--- config.mk ---
export PLATFORM = sky130hd
export DESIGN_NAME = wb_spi_master
export DESIGN_NICKNAME = d
export VERILOG_FILES = /design/src/rtl/wb_spi_master.sv
export SDC_FILE = /design/constraint.sdc
export NUM_CORES = 1
export LEC_CHECK = 0
export ABC_CLOCK_PERIOD_IN_PS = 2600
export BUFFER_PORTS_ARGS = -buffer_cell sky130_fd_sc_hd__buf_2
export CAP_MARGIN = 20
export CORE_MARGIN = 4
export CORE_UTILIZATION = 31
export DETAILED_ROUTE_END_ITERATION = 10
export GPL_TIMING_DRIVEN = 0
export SETUP_SLACK_MARGIN = 0.02
export SYNTH_ARGS = -nofsm -noshare
export SYNTH_HDL_FRONTEND = slang
export SYNTH_SLANG_ARGS = --single-unit
--- constraint.sdc ---
create_clock -name clk -period 2.6 [get_ports clk]
set_input_delay 0.52 -clock clk [delete_from_list [all_inputs] [get_ports clk]]
set_output_delay 0.52 -clock clk [all_outputs]
set_load 0.005 [all_outputs]
--- src/rtl/wb_spi_master.sv ---
// Wishbone-attached SPI master: one 8-bit transfer per DATA write, mode 0
// (CPOL=0 / CPHA=0), MSB first, programmable SCK half-period and eight
// directly driven chip selects.
module wb_spi_master #(
    parameter int          clk_freq = 50000000,
    parameter logic [15:0] div_init = 16'd24
) (
    input  logic        clk,
    input  logic        reset_n,
    input  logic [31:0] wb_adr_i,
    input  logic [31:0] wb_dat_i,
    output logic [31:0] wb_dat_o,
    input  logic        wb_stb_i,
    input  logic        wb_cyc_i,
    input  logic        wb_we_i,
    input  logic [3:0]  wb_sel_i,
    output logic        wb_ack_o,
    output logic        intr,
    output logic        spi_sck,
    output logic        spi_mosi,
    input  logic        spi_miso,
    output logic [7:0]  spi_cs_n
);

    typedef enum logic [0:0] {
        ST_IDLE = 1'b0,
        ST_XFER = 1'b1
    } state_t;

    localparam logic [1:0] ADR_DATA   = 2'd0;
    localparam logic [1:0] ADR_STATUS = 2'd1;
    localparam logic [1:0] ADR_DIV    = 2'd2;
    localparam logic [1:0] ADR_CS     = 2'd3;
    localparam logic [31:0] CLK_FREQ_C = clk_freq;

    state_t      state_q, state_d;
    logic        ack_q;
    logic [31:0] dat_q, dat_d;
    logic [15:0] div_q, div_d;
    logic [7:0]  cs_q, cs_d;
    logic [15:0] cnt_q, cnt_d;
    logic [3:0]  edge_q, edge_d;
    logic [7:0]  shift_q, shift_d;
    logic        miso_q, miso_d;
    logic        sck_q, sck_d;
    logic        mosi_q, mosi_d;
    logic [7:0]  rx_data_q, rx_data_d;
    logic        rx_valid_q, rx_valid_d;

    logic        access_s, wr_s, rd_s, busy_s, start_s, tick_s, done_s;
    logic [1:0]  reg_sel_s;
    logic        unused_s;

    // Byte selects, undecoded address bits and the clock frequency are informational only.
    assign unused_s = ^{wb_sel_i, wb_adr_i[31:4], wb_adr_i[1:0], wb_dat_i[31:16], CLK_FREQ_C[0]};

    assign access_s  = wb_stb_i & wb_cyc_i & ~ack_q;
    assign wr_s      = access_s & wb_we_i;
    assign rd_s      = access_s & ~wb_we_i;
    assign reg_sel_s = wb_adr_i[3:2];
    assign busy_s    = (state_q == ST_XFER);
    assign start_s   = wr_s & (reg_sel_s == ADR_DATA) & ~busy_s;
    assign tick_s    = busy_s & (cnt_q == 16'd0);
    assign done_s    = tick_s & (edge_q == 4'd15);

    assign wb_ack_o = ack_q;
    assign wb_dat_o = dat_q;
    assign intr     = rx_valid_q;
    assign spi_sck  = sck_q;
    assign spi_mosi = mosi_q;
    assign spi_cs_n = cs_q;

    // Engine state register.
    always_ff @(posedge clk) begin
        if (!reset_n) begin
            state_q <= ST_IDLE;
        end else begin
            state_q <= state_d;
        end
    end

    // Engine next state: start on an idle DATA write, stop after the 16th SCK edge.
    always_comb begin
        state_d = state_q;
        case (state_q)
            ST_IDLE: begin
                if (start_s) state_d = ST_XFER;
                else         state_d = ST_IDLE;
            end
            ST_XFER: begin
                if (done_s) state_d = ST_IDLE;
                else        state_d = ST_XFER;
            end
            default: state_d = ST_IDLE;
        endcase
    end

    // Engine outputs: half-period timing, SCK toggling, sampling on rise, shifting on fall.
    always_comb begin
        cnt_d     = cnt_q;
        edge_d    = edge_q;
        shift_d   = shift_q;
        miso_d    = miso_q;
        sck_d     = sck_q;
        mosi_d    = mosi_q;
        rx_data_d = rx_data_q;
        case (state_q)
            ST_IDLE: begin
                if (start_s) begin
                    cnt_d   = div_q;
                    edge_d  = 4'd0;
                    shift_d = wb_dat_i[7:0];
                    sck_d   = 1'b0;
                    mosi_d  = wb_dat_i[7];
                end else begin
                    cnt_d = cnt_q;
                end
            end
            ST_XFER: begin
                if (tick_s) begin
                    cnt_d  = div_q;
                    edge_d = edge_q + 4'd1;
                    sck_d  = ~sck_q;
                    if (!sck_q) begin
                        miso_d = spi_miso;
                    end else begin
                        shift_d = {shift_q[6:0], miso_q};
                        // The final falling edge leaves MOSI on bit0 of the sent byte.
                        if (done_s) rx_data_d = {shift_q[6:0], miso_q};
                        else        mosi_d    = shift_q[6];
                    end
                end else begin
                    cnt_d = cnt_q - 16'd1;
                end
            end
            default: begin
                cnt_d = cnt_q;
            end
        endcase
    end

    // Register file next state: writes, read data mux and rx_valid set/clear.
    always_comb begin
        div_d      = div_q;
        cs_d       = cs_q;
        dat_d      = dat_q;
        rx_valid_d = rx_valid_q;
        if (wr_s) begin
            case (reg_sel_s)
                ADR_DIV: div_d = wb_dat_i[15:0];
                ADR_CS:  cs_d  = wb_dat_i[7:0];
                default: div_d = div_q;
            endcase
        end else begin
            div_d = div_q;
        end
        if (access_s) begin
            case (reg_sel_s)
                ADR_DATA:   dat_d = {24'd0, rx_data_q};
                ADR_STATUS: dat_d = {30'd0, rx_valid_q, busy_s};
                ADR_DIV:    dat_d = {16'd0, div_q};
                ADR_CS:     dat_d = {24'd0, cs_q};
                default:    dat_d = 32'd0;
            endcase
        end else begin
            dat_d = dat_q;
        end
        // Completion wins over a DATA read clearing in the same cycle.
        if (done_s) begin
            rx_valid_d = 1'b1;
        end else if (rd_s && (reg_sel_s == ADR_DATA)) begin
            rx_valid_d = 1'b0;
        end else begin
            rx_valid_d = rx_valid_q;
        end
    end

    // Datapath and bus registers.
    always_ff @(posedge clk) begin
        if (!reset_n) begin
            ack_q      <= 1'b0;
            dat_q      <= 32'd0;
            div_q      <= div_init;
            cs_q       <= 8'hFF;
            cnt_q      <= 16'd0;
            edge_q     <= 4'd0;
            shift_q    <= 8'd0;
            miso_q     <= 1'b0;
            sck_q      <= 1'b0;
            mosi_q     <= 1'b0;
            rx_data_q  <= 8'd0;
            rx_valid_q <= 1'b0;
        end else begin
            ack_q      <= access_s;
            dat_q      <= dat_d;
            div_q      <= div_d;
            cs_q       <= cs_d;
            cnt_q      <= cnt_d;
            edge_q     <= edge_d;
            shift_q    <= shift_d;
            miso_q     <= miso_d;
            sck_q      <= sck_d;
            mosi_q     <= mosi_d;
            rx_data_q  <= rx_data_d;
            rx_valid_q <= rx_valid_d;
        end
    end

endmodule

# ---- Word-level counts from Yosys, hierarchy flattened
# Index checks and enable logic that the tools add are counted.
dict set report op_classes {
  add_sub_neg 2
  n_eq_ne 8
  muxes 24
  bitwise 12
  n_reduce_logical 11
}
# operator n
set ops {}
lappend ops {{$pmux W32 S4} 1}
lappend ops {{$mux W16} 2}
lappend ops {{$pmux W16 S2} 1}
lappend ops {{$mux W7} 3}
lappend ops {{$logic_not A16 Y1} 1}
lappend ops {{$sub A16 B1 Y16 const B} 1}
lappend ops {{$pmux W7 S2} 1}
lappend ops {{$mux W1} 10}
lappend ops {{$and A1 B1 Y1} 8}
lappend ops {{$mux W4} 2}
lappend ops {{$pmux W4 S2} 1}
lappend ops {{$reduce_and A4 Y1} 2}
lappend ops {{$pmux W1 S2} 3}
lappend ops {{$reduce_and A2 Y1} 3}
lappend ops {{$reduce_and A3 Y1} 2}
lappend ops {{$add A4 B1 Y4 const B} 1}
lappend ops {{$eq A2 B2 Y1 const B} 2}
lappend ops {{$eq A4 B4 Y1 const B} 1}
lappend ops {{$ne A2 B1 Y1 const B} 2}
lappend ops {{$ne A2 B2 Y1 const B} 2}
lappend ops {{$not A1 Y1} 4}
lappend ops {{$eq A2 B1 Y1 const B} 1}
lappend ops {{$logic_not A2 Y1} 1}
lappend ops {{$reduce_bool A2 Y1} 1}
lappend ops {{$logic_and A1 B1 Y1} 1}
dict set report word_totals {
  register_bits 97
  in_bits 74
  elab_cells 70
}

# ---- Longest topological paths before layout
dict set report depth {
  depth_word 7
  depth_mapped 7
  mapped_depth_nobuf 6
}

# ---- Worst setup path before layout
# Ideal clock, no wire load.
dict set report synth_path {
  path_type {in2reg}
  start {input wb_we_i}
  end {register cnt_q[15]}
  arrival_time_ns 1.755
  slack_ns 0.726
  path_stages 5
  cell_sequence {clkbuf_1 > nor3b_2 > nand2_1 > mux2_2 > o221a_1}
}
dict set report synth_between {
  elab_chain_cells 4
}
# element line
set synth_lines {}
lappend synth_lines {{from (decl)} 15} ;# input logic wb_we_i,
lappend synth_lines {{$and A1 B1 Y1} 58} ;# assign wr_s = access_s & wb_we_i;
lappend synth_lines {{$and A1 B1 Y1 (2 in a row)} 62} ;# assign start_s = wr_s & (reg_sel_s == ADR_DATA) & ~busy_s;
lappend synth_lines {{$ne A2 B2 Y1 (no source line)} -}
lappend synth_lines {{to (signal assigned)} 198} ;# cnt_q <= cnt_d;
lappend synth_lines {{to (decl)} 41} ;# logic [15:0] cnt_q, cnt_d;
# No other way between the ends.
# A chain may end at the register's enable or synchronous reset.

# ---- Worst setup path after layout
dict set report layout_path {
  start {register cnt_q[0]}
  end {register edge_q[3]}
}
dict set report layout_between {
  elab_chain_cells 4
}
# element line
set layout_lines {}
lappend layout_lines {{$logic_not A16 Y1} 63} ;# assign tick_s = busy_s & (cnt_q == 16'd0);
lappend layout_lines {{$and A1 B1 Y1} 63}
lappend layout_lines {{$ne A2 B1 Y1 (no source line)} -}
lappend layout_lines {{$reduce_and A2 Y1 (no source line)} -}
lappend layout_lines {{to (signal assigned)} 199} ;# edge_q <= edge_d;
lappend layout_lines {{to (decl)} 42} ;# logic [3:0] edge_q, edge_d;
# No other way between the ends.

==> flow_summary.ini <==
[power]
switching_share_pct = 27.57
pwr-share-seq_pct = 45.5
leakagePower_nw = 1.933
p_switching_mw = 0.7764
pwr-share-clk_pct = 43.0
comb_power_share_pct = 11.5
total_power_mw = 2.816
p_int_mw = 2.040
p_per_area_nw_per_um2 = 578.3
vdd_drop_max_mv = 0.2783

[status]
status = completed

[yosys]
syn_area_um2 = 4070
syn_inst = 481
synth_seq_cells = 81
ys.flop_type = dfxtp_1
ys_seq_area_share_pct = 39.84
ys_warn_count = 0
synth_top_area_share_pct = 39.84
ys_types = 55
synth_top_area_cell = dfxtp_1
synthArstFlopShare_pct = 0
syn_area_per_cell_um2 = 8.462
synthTopCellsByArea = dfxtp_1 40%, nand2_1 8.1%, mux2i_1 7.9%
synth-edff-count = 0

[route]
avgViaCountPerCell = 5.285
drt-total-wl_um = 12180
drtPass1Iterations = 5
avgRoutedWirePerCell_um = 16.60
via_count = 3879
drtAntennaViolNets = 0
drcViolationCount = 0
drt_iter0_drc = 243

[cells_and_area]
fin_area_um2 = 4870
drive_gt1_share_pct = 20.11
n_fill_cell = 1374
syn2layout_area_growth_pct = 19.64
antenna_cells = 0
fin_util_pct = 38.28
nets = 634

[sta]
rsz0062_at_grt = false
maxSlewHeadroom_pct = 40.38
finalCritPeriodShare_pct = 86.73
setup_viol = 0
fin_worst_skew_ns = 0.009027
min_period_ns = 2.255
drv_slew = 0
fin_setup_tns_ns = 0
max_freq_ghz = 0.4434
hold_viol_final = 0
worst_slew_pin_slew_ns = 0.8923

[floorplan]
floorplan.initialDensity_pct = 31.99
ioPinCount = 118
core_area_um2 = 12720
die-area_um2 = 15030
die_w_um = 122.6
row_count = 41
fp.dieH_um = 122.6

[critical_path]
critPathArrivalTime_ns = 2.52
worstPathRequired_ns = 2.87
crit_type = reg -> reg
critPathMaxFanout = 8
endpoint_kind = flip-flop
critPathLaunchType = flip-flop

[clocking]
clock_sinks = 81
cts_made_buffers = 9
cts_resized = 0
cts_tree = yes
hold_buffers = 0
clk_pin_slew_ns = 0.07
cts_setup_buffers = 0
clkLatencyLatePin_ns = 0.34
max-clock-path-buffers = 2
htree_levels = 3
clock-root-buffer = clkbuf_16

[placed_design]
dp_hpwl_um = 9359
dpl_cell_area_um2 = 4592
portBuffers = 50
gp_congestion = 0.9027

[global_route]
grt_pass1_vias = 3618
grt_max_degree = 16
antenna_found_initial = 0
grt.total_usage_pct = 16.29
grt_pass1_wl_um = 19240
grt_overflow = 0

[hold_path]
min_path_type = in -> reg

[job]
cap_viol_max_count = 0
[synthesized netlist by cell type (2+ instances only)]
library cell,number
or4_1,3
buf_2,3
a21oi_1,36
a221oi_1,6
o41ai_1,2
a211oi_1,6
nor2_1,15
nor4_1,5
nand4_1,8
clkbuf_1,25
o211ai_1,5
or2_2,2
or3_1,3
mux4_2,2
a31oi_1,8
buf_4,18
dfxtp_1,81
nor3b_1,2
nor2b_1,4
and3b_1,2
o221ai_1,4
mux2_2,15
and3_1,5
o21ai_0,8
ha_1,3
nand2_1,88
o22ai_1,4
a21o_1,3
nand3_1,28
inv_1,11
and4_1,5
o311ai_0,2
nor3_1,16
mux2i_1,32
[power groups by stage]
stage	Clock [mW]	Combinational, mW	Sequential, mW
floorplan	0	0.213	1.30
global placement	0	0.319	1.31
detailed placement	0	0.320	1.31
CTS	1.23	0.321	1.28
global route	1.28	0.356	1.28
finish	1.21	0.323	1.28
[worst max-delay path, stage by stage, from the launching register on]
cell and delay [ns]:
dfxtp_1 0.40, inv_1 0.17, ha_1 0.27, nor2b_1 0.39, nand2_1 0.23, or4_1 0.56
a21oi_1 0.16
[sequential cells by signal (all words and copies together), names as in the netlist, 4 cells and up]
signal and count:
rx_data_q 8, wb_dat_o 16, spi_cs_n 8, edge_q 4, div_q 16, cnt_q 16
shift_q 7
[per-stage QoR]
| stage | worst slack [ns] | cells | hold slack (ns) |
|---|---|---|---|
| after floorplan | 0.7261 | 496 | 0.4318 |
| after CTS | 0.3749 | 734 | 0.4213 |
| after detailed placement | 0.2640 | 718 | 0.4436 |
| after global placement | 0.2733 | 718 | 0.4412 |
| after global routing | 0.1645 | 734 | 0.4340 |
| final | 0.3449 | 734 | 0.4261 |
[logic make-up (layout without fill, tap and decap cells)]
logic type                 Yosys count  after routing  synth area share (%)
buffers and inverters               59            125                 7.378
adders and majority gates            3              3                0.9223
other                                1             16               0.09213
AOI/OAI and AO/OA                   96             96                 15.52
DFF                                 81             81                 39.84
and+or+nand+nor                    192            192                 23.12
muxes                               49             49                 13.13
[routing by layer]
| layer | part of all wire, % | routed length, um | GRT usage [%] | up-vias |
|---|---|---|---|---|
| met3 | 5.9 | 722 | 2.719 | 26 |
| met1 | 45 | 5453 | 21.89 | 1842 |
| met5 | 0 | 0 | 0 | - |
| met2 | 46 | 5631 | 26.38 | 152 |
| li1 | - | - | - | 1859 |
| met4 | 3.1 | 377 | 5.878 | 0 |
[path summary, 6_finish.rpt]
path / from / end / slack (ns) / depth (start not counted)
worst max-delay path: cnt_q[0]$_SDFFE_PN0P_ / edge_q[3]$_SDFFE_PN0P_ / 0.34 / 6
worst min-delay path: wb_dat_i[12] / div_q[12]$_SDFFE_PN0P_ / 0.43 / 3
worst max register to register: cnt_q[0]$_SDFFE_PN0P_ / edge_q[3]$_SDFFE_PN0P_ / 0.34 / 6
worst min register to register: wb_dat_o[10]$_SDFFE_PN0N_ / wb_dat_o[10]$_SDFFE_PN0N_ / 0.45 / 2
[area by class of cell]
type / instances / area (um^2) / area share, %
inverter: 12 / 45.04 / 0.9250
buffer: 47 / 255.2 / 5.242
tap: 172 / 215.2 / 4.419
clock inverter: 7 / 52.55 / 1.079
multi-input combinational: 356 / 2205 / 45.27
timing repair buffer: 50 / 250.2 / 5.139
sequential: 81 / 1622 / 33.30
clock buffer: 9 / 225.2 / 4.625
[placed cells by master (no fill, tap or decap), drive strengths merged, types with 3 or more instances in the layout]
cell | synthesis | final
a211oi | 6 | 6
mux2i | 32 | 32
nor2b | 4 | 4
o211ai | 5 | 5
clkbuf | 25 | 34
o221ai | 4 | 4
or4 | 3 | 3
nor3b | 3 | 3
and3 | 5 | 5
o22ai | 4 | 4
inv | 11 | 15
nand2 | 88 | 88
nor3 | 17 | 17
nand4 | 8 | 8
nand3 | 28 | 28
buf | 22 | 72
or3 | 3 | 3
and4 | 5 | 5
a21oi | 36 | 36
clkinv | 1 | 4
a21o | 3 | 3
nor2 | 15 | 15
o21ai | 9 | 9
conb | 1 | 16
a221oi | 6 | 6
dfxtp | 81 | 81
mux2 | 15 | 15
a31oi | 9 | 9
ha | 3 | 3
nor4 | 6 | 6
(Power assumes the default switching activity.)
